==> config.mk <==
export PLATFORM = sky130hd
export DESIGN_NAME = cache_line_mover
export DESIGN_NICKNAME = d
export VERILOG_FILES = /design/src/rtl/lc3b_types.sv /design/src/rtl/sat_counter.sv /design/src/rtl/cache_line_mover.sv
export SDC_FILE = /design/constraint.sdc
export NUM_CORES = 1
export LEC_CHECK = 0
export ABC_AREA = 1
export CORE_AREA = 2 2 238 240
export DETAILED_ROUTE_END_ITERATION = 16
export DIE_AREA = 0 0 240 242
export PLACE_DENSITY_LB_ADDON = 0.1
export SLEW_MARGIN = 20
export SYNTH_ARGS = -nofsm -noshare
export SYNTH_HDL_FRONTEND = slang
export SYNTH_SLANG_ARGS = --single-unit
==> constraint.sdc <==
create_clock -name clk -period 19.15 [get_ports clk]
set_input_delay 1.915 -clock clk [delete_from_list [all_inputs] [get_ports clk]]
set_output_delay 1.915 -clock clk [all_outputs]
set_load 0.01 [all_outputs]
==> src/rtl/lc3b_types.sv <==
// lc3b_types
//   Shared type definitions for the LC-3b cache datapath. Holds the cache
//   tag/index/line/word types, the line mover FSM state encoding, and a
//   helper that builds a line-aligned physical memory address.
package lc3b_types;

  typedef logic [8:0]   lc3b_cache_tag;
  typedef logic [2:0]   lc3b_cache_index;
  typedef logic [127:0] lc3b_pmem_line;
  typedef logic [15:0]  lc3b_word;

  // Byte offset within a 16-byte line; the low address bits are always zero
  // for line transfers.
  localparam int OFFSET_W = 4;

  typedef enum logic [2:0] {
    IDLE      = 3'd0,
    WRITEBACK = 3'd1,
    FILL      = 3'd2,
    LOAD      = 3'd3,
    DONE      = 3'd4
  } lc3b_line_mover_state;

  // Concatenate tag and index into a line-aligned pmem address.
  function automatic lc3b_word lineAddr(input lc3b_cache_tag tag,
                                        input lc3b_cache_index index);
    return {tag, index, {OFFSET_W{1'b0}}};
  endfunction

endpackage

==> src/rtl/sat_counter.sv <==
// sat_counter
//   Event counter that stops at all-ones instead of wrapping.
//   Ports:
//     clk   - clock, counts on rising edge
//     reset - asynchronous active-high clear
//     inc   - count one event this cycle
//     count - current count
module sat_counter #(
  parameter int CNT_W = 16
) (
  input  logic             clk,
  input  logic             reset,
  input  logic             inc,
  output logic [CNT_W-1:0] count
);

  localparam logic [CNT_W-1:0] One = CNT_W'(1);

  logic [CNT_W-1:0] count_q;

  // Increment only while below the ceiling so the count pins at all-ones.
  always_ff @(posedge clk or posedge reset) begin
    if (reset) begin
      count_q <= '0;
    end else if (inc && (count_q != '1)) begin
      count_q <= count_q + One;
    end
  end

  assign count = count_q;

endmodule

==> src/rtl/cache_line_mover.sv <==
// cache_line_mover
//   Miss-service engine between a cache_set array and physical memory.
//   On a miss it captures the victim line, writes it back if it is valid and
//   dirty, fetches the requested line, installs it as a memory fill and
//   pulses done for one cycle.
//   Ports:
//     clk, reset                       - clock, async active-high reset
//     req, req_tag, req_index          - miss request from the controller
//     victim_valid/dirty/tag/data      - current contents of set[set_index]
//     set_index, set_load,             - cache_set access and install port
//     set_write_type, set_in_tag, set_in_data
//     pmem_address, pmem_read,         - physical memory line port
//     pmem_write, pmem_wdata, pmem_rdata, pmem_resp
//     busy, done                       - status to the controller
//     wb_count, fill_count             - saturating event counters
module cache_line_mover
  import lc3b_types::*;
#(
  parameter int CNT_W = 16
) (
  input  logic            clk,
  input  logic            reset,
  input  logic            req,
  input  lc3b_cache_tag   req_tag,
  input  lc3b_cache_index req_index,
  input  logic            victim_valid,
  input  logic            victim_dirty,
  input  lc3b_cache_tag   victim_tag,
  input  lc3b_pmem_line   victim_data,
  output lc3b_cache_index set_index,
  output logic            set_load,
  output logic            set_write_type,
  output lc3b_cache_tag   set_in_tag,
  output lc3b_pmem_line   set_in_data,
  output lc3b_word        pmem_address,
  output logic            pmem_read,
  output logic            pmem_write,
  output lc3b_pmem_line   pmem_wdata,
  input  lc3b_pmem_line   pmem_rdata,
  input  logic            pmem_resp,
  output logic            busy,
  output logic            done,
  output logic [CNT_W-1:0] wb_count,
  output logic [CNT_W-1:0] fill_count
);

  lc3b_line_mover_state state_q, state_d;
  lc3b_cache_tag        reqTag_q, reqTag_d;
  lc3b_cache_index      index_q, index_d;
  lc3b_cache_tag        victimTag_q, victimTag_d;
  lc3b_pmem_line        victimData_q, victimData_d;
  lc3b_pmem_line        line_q, line_d;

  logic wbDone;
  logic fillDone;

  // State and transaction latches. Reset aborts any transaction in flight;
  // because every strobe is decoded from state_q, the pmem request drops
  // as soon as reset rises.
  always_ff @(posedge clk or posedge reset) begin
    if (reset) begin
      state_q      <= IDLE;
      reqTag_q     <= '0;
      index_q      <= '0;
      victimTag_q  <= '0;
      victimData_q <= '0;
      line_q       <= '0;
    end else begin
      state_q      <= state_d;
      reqTag_q     <= reqTag_d;
      index_q      <= index_d;
      victimTag_q  <= victimTag_d;
      victimData_q <= victimData_d;
      line_q       <= line_d;
    end
  end

  // Next-state logic. The victim is captured at the accepting edge because
  // the set outputs follow set_index, which switches to the latched index
  // once we leave IDLE. An invalid victim never triggers a writeback even if
  // its dirty bit is stale. pmem_resp only matters in WRITEBACK and FILL.
  always_comb begin
    state_d      = state_q;
    reqTag_d     = reqTag_q;
    index_d      = index_q;
    victimTag_d  = victimTag_q;
    victimData_d = victimData_q;
    line_d       = line_q;
    case (state_q)
      IDLE: begin
        if (req) begin
          reqTag_d     = req_tag;
          index_d      = req_index;
          victimTag_d  = victim_tag;
          victimData_d = victim_data;
          state_d      = (victim_valid && victim_dirty) ? WRITEBACK : FILL;
        end
      end
      WRITEBACK: begin
        if (pmem_resp) begin
          state_d = FILL;
        end
      end
      FILL: begin
        if (pmem_resp) begin
          line_d  = pmem_rdata;
          state_d = LOAD;
        end
      end
      LOAD:    state_d = DONE;
      DONE:    state_d = IDLE;
      default: state_d = IDLE;
    endcase
  end

  // Moore output decode. Data outputs are forced to zero outside the state
  // that uses them so idle buses stay quiet.
  always_comb begin
    set_index      = (state_q == IDLE) ? req_index : index_q;
    set_load       = 1'b0;
    set_write_type = 1'b0;
    set_in_tag     = '0;
    set_in_data    = '0;
    pmem_address   = '0;
    pmem_read      = 1'b0;
    pmem_write     = 1'b0;
    pmem_wdata     = '0;
    busy           = (state_q != IDLE);
    done           = 1'b0;
    case (state_q)
      WRITEBACK: begin
        pmem_write   = 1'b1;
        pmem_address = lineAddr(victimTag_q, index_q);
        pmem_wdata   = victimData_q;
      end
      FILL: begin
        pmem_read    = 1'b1;
        pmem_address = lineAddr(reqTag_q, index_q);
      end
      LOAD: begin
        set_load    = 1'b1;
        set_in_tag  = reqTag_q;
        set_in_data = line_q;
      end
      DONE: begin
        done = 1'b1;
      end
      default: begin
      end
    endcase
  end

  assign wbDone   = (state_q == WRITEBACK) && pmem_resp;
  assign fillDone = (state_q == FILL) && pmem_resp;

  sat_counter #(.CNT_W(CNT_W)) wbCounter (
    .clk   (clk),
    .reset (reset),
    .inc   (wbDone),
    .count (wb_count)
  );

  sat_counter #(.CNT_W(CNT_W)) fillCounter (
    .clk   (clk),
    .reset (reset),
    .inc   (fillDone),
    .count (fill_count)
  );

endmodule

==> results.tsv <==
stage	metric	value	unit
cts	cts_sinks	312	
floorplanning	dieHeight	242	µm
worst_setup_path	slowest_stage	buf_4	
cts	clkTransAtPathRegs	0.05	ns
worst_setup_path	crit_fanout	89	
logic_synthesis	ys_seq_area_frac	0.547	
power	p_int	1900	µW
timing	fmax	0.193	GHz
global_routing	grt-ovfl-total	0	
power	swShare	0.364	
logic_synthesis	synthesis.area	14300	µm²
logic_synthesis	synthFlopType	dfrtp_1	
logic_synthesis	syn_area_per_cell	7.86	µm²
cts	clkLatencyLatePin	0.54	ns
worst_setup_path	cp_data_arrival_time	3.26	ns
timing	timing.final.crit_share	0.270	
layout	num-nets-final	2653	
power	max-vdd-ir-drop	82.9	µV
floorplanning	io_pins	605	
timing	slew_headroom	0.267	
timing	rsz0062_at_grt	no	
global_routing	grt_pass1_wl	77.5	mm
logic_synthesis	synth_cell_types	29	
placed_design	dp.final_hpwl	36.7	mm
power	powerDensity	136	nW/µm²
logic_synthesis	yosys.area.top_type	dfrtp_1	
cts	postCtsHoldBufs	0	
floorplanning	dieArea	58100	µm²
power	combPwrFrac	0.404	
layout	final_cell_area	22000	µm²
power	pwr-share-seq	0.353	
global_routing	grt_max_degree	241	
layout	synthToLayoutAreaGrowth	53.7	%
worst_setup_path	crit_type	flop to output port	
global_routing	grt_pass1_vias	13100	
cts	postCtsSetupBuffers	0	
route	dr.pass1.iters	7	
layout	final_layout_size_suffix_gt1_frac	0.0322	
cts	cts_buffer_depth	3	
timing	slew_viol_final	0	
worst_setup_path	worstSetupEndpointType	output port	
cts	numCtsBuffers	40	
floorplanning	fp.dieW	240	µm
worst_setup_path	cp_slowest_stage_delay	0.85	ns
floorplanning	rows	87	
logic_synthesis	netlist.area_leader.share	0.547	
job	drv_cap	0	
timing	tightest_slew	1.10	ns
global_routing	grt_usage	0.172	
logic_synthesis	synth_edf_count	0	
placed_design	io_buffer_count	599	
placed_design	placed_area	20700	µm²
route	ant_nets	0	
power	clock_power_share	0.242	
power	p_leak	0.00958	µW
cts	cts_root_buf	clkbuf_16	
cts	htreeDepth	2	
timing	setup_viol	0	
outcome	status	finished clean	
global_routing	grt_antenna_before_repair	9	
logic_synthesis	async_flop_share	1.00	
logic_synthesis	netlist_top_cells_area	dfrtp_1, nand2_1, o21ai_0, inv_1, nor2_1	
power	p_sw	1080	µW
timing	final_hold_viol_count	0	
placed_design	place.gp.congestion	0.813	
cts	postCtsResizedCells	0	
hold_path	hold_path.class	flop to flop	
logic_synthesis	synthCells	1816	
logic_synthesis	yosysWarnings	0	
route	post_drt_wl_per_cell	16.2	µm
route	viasPerCell	4.16	
route	vias	13100	
timing	tns	0	ns
route	route.detailed.drc	0	
logic_synthesis	synth_seq_cells	312	
floorplanning	initial_core_util	0.256	
worst_setup_path	startpoint_type	flop	
floorplanning	core_area	55700	µm²
layout	post-route-util	0.394	
worst_setup_path	path_cells	inv_2, nor3_1, inv_4, buf_4, nor2_1, clkdlybuf4s50_1	
worst_setup_path	required	17.24	ns
route	drt_iter0_drc	726	
route	routed_wl	51.3	mm
cts	cts_tree	built	
timing	skew	0.00769	ns
timing	finalCriticalPeriod	5.17	ns
-- area by class of cell --
| cell class | count | area [µm²] |
|---|---|---|
| Clock inverter | 4 | 47.5 |
| Clock buffer | 64 | 1190 |
| Sequential cell | 312 | 7810 |
| Tap cell | 756 | 946 |
| Fill cell | 5803 | 33800 |
| Inverter | 314 | 1190 |
| Timing Repair Buffer | 606 | 6060 |
| Antenna cell | 5 | 12.5 |
| Multi-Input combinational cell | 1094 | 4700 |
-- synthesized netlist by cell type (2+ instances only) --
cell type  instances
inv_2              7
buf_4             20
xor2_1             2
o21ai_1           49
nor3_1             3
ha_1               2
o21ai_0          247
nand4_1           11
inv_1            306
buf_2             55
nor2_2             2
nand2_2            2
nand2_1          425
o22ai_1            9
clkbuf_1          10
nand3_1           18
dfrtp_1          312
buf_6             14
xnor2_1           10
nor2_1           303
-- kinds of logic after synthesis --
kind of cell             count (synthesis)  synth area share
AO/OA/AOI/OAI                          308             0.110
other                                    1          0.000263
buffers and inverters                  414             0.126
flip-flops                             312             0.547
adder cells (fa/ha/maj)                  2           0.00175
XOR/XNOR                                12           0.00736
AND/OR/NAND/NOR                        767             0.208
-- metrics by stage --
step,hold WS [ns],instances,power [µW],setup WS [ns]
after global placement,0.494,3082,2270,14.07
final,0.515,3155,2980,13.98
after global routing,0.539,3154,3220,13.70
after floorplan,0.475,1820,1750,8.61
after CTS,0.516,3150,3030,13.83
after detailed placement,0.504,3082,2290,14.06
-- flip-flops by register name, summed over array words and instances (netlist names) --
| register | count |
|---|---|
| reqTag_q | 9 |
| victimData_q | 128 |
| state_q | 3 |
| line_q | 128 |
| victimTag_q | 9 |
| fillCounter.count | 16 |
| wbCounter.count | 16 |
| index_q | 3 |
-- routing by layer --
| layer | track usage | routed length (µm) | vias to the layer above |
|---|---|---|---|
| li1 | - | - | 6562 |
| met1 | 0.199 | 20600 | 6143 |
| met2 | 0.299 | 25400 | 347 |
| met3 | 0.0520 | 3900 | 73 |
| met4 | 0.0577 | 1350 | 8 |
| met5 | 0 | 49 | - |
-- critical path, delay by kind of cell, from the launching register on --
| kind | cells | cell delay [ns] |
|---|---|---|
| buffers and inverters | 4 | 1.99 |
| DFF | 1 | 0.43 |
| and+or+nand+nor | 2 | 0.17 |
-- cell usage in the layout, fill, tap and decap left out, drive strengths merged, types with 5 or more instances in the layout --
cell	instances
conb	5
o22ai	9
clkdlybuf4s50	599
diode	5
nand3	18
nand4	11
nor2	307
inv	313
o21ai	297
clkbuf	64
buf	7
dfrtp	312
xnor2	10
nand2	427
-- worst paths after layout --
check | from | end | slack (ns) | cells past startpoint
worst max-delay path | state_q[1] | set_in_data[27] | 13.98 | 6
worst min-delay path | state_q[2] | state_q[2] | 0.51 | 1
worst max register to register | state_q[0] | line_q[121] | 15.85 | 7
worst min register to register | state_q[2] | state_q[2] | 0.51 | 1
max in group asynchronous | reset | victimData_q[25] | 14.80 | 4
min in group asynchronous | reset | line_q[35] | 1.94 | 2
-- power by group through the flow --
stage                     sequential, µW  clock (µW)  combinational, µW
after floorplan                     1050           0                700
after global routing                1080         777               1360
after global placement              1060           0               1210
after CTS                           1060         750               1230
after detailed placement            1070           0               1220
final                               1050         722               1210
Power figures use the tool's default switching activity.
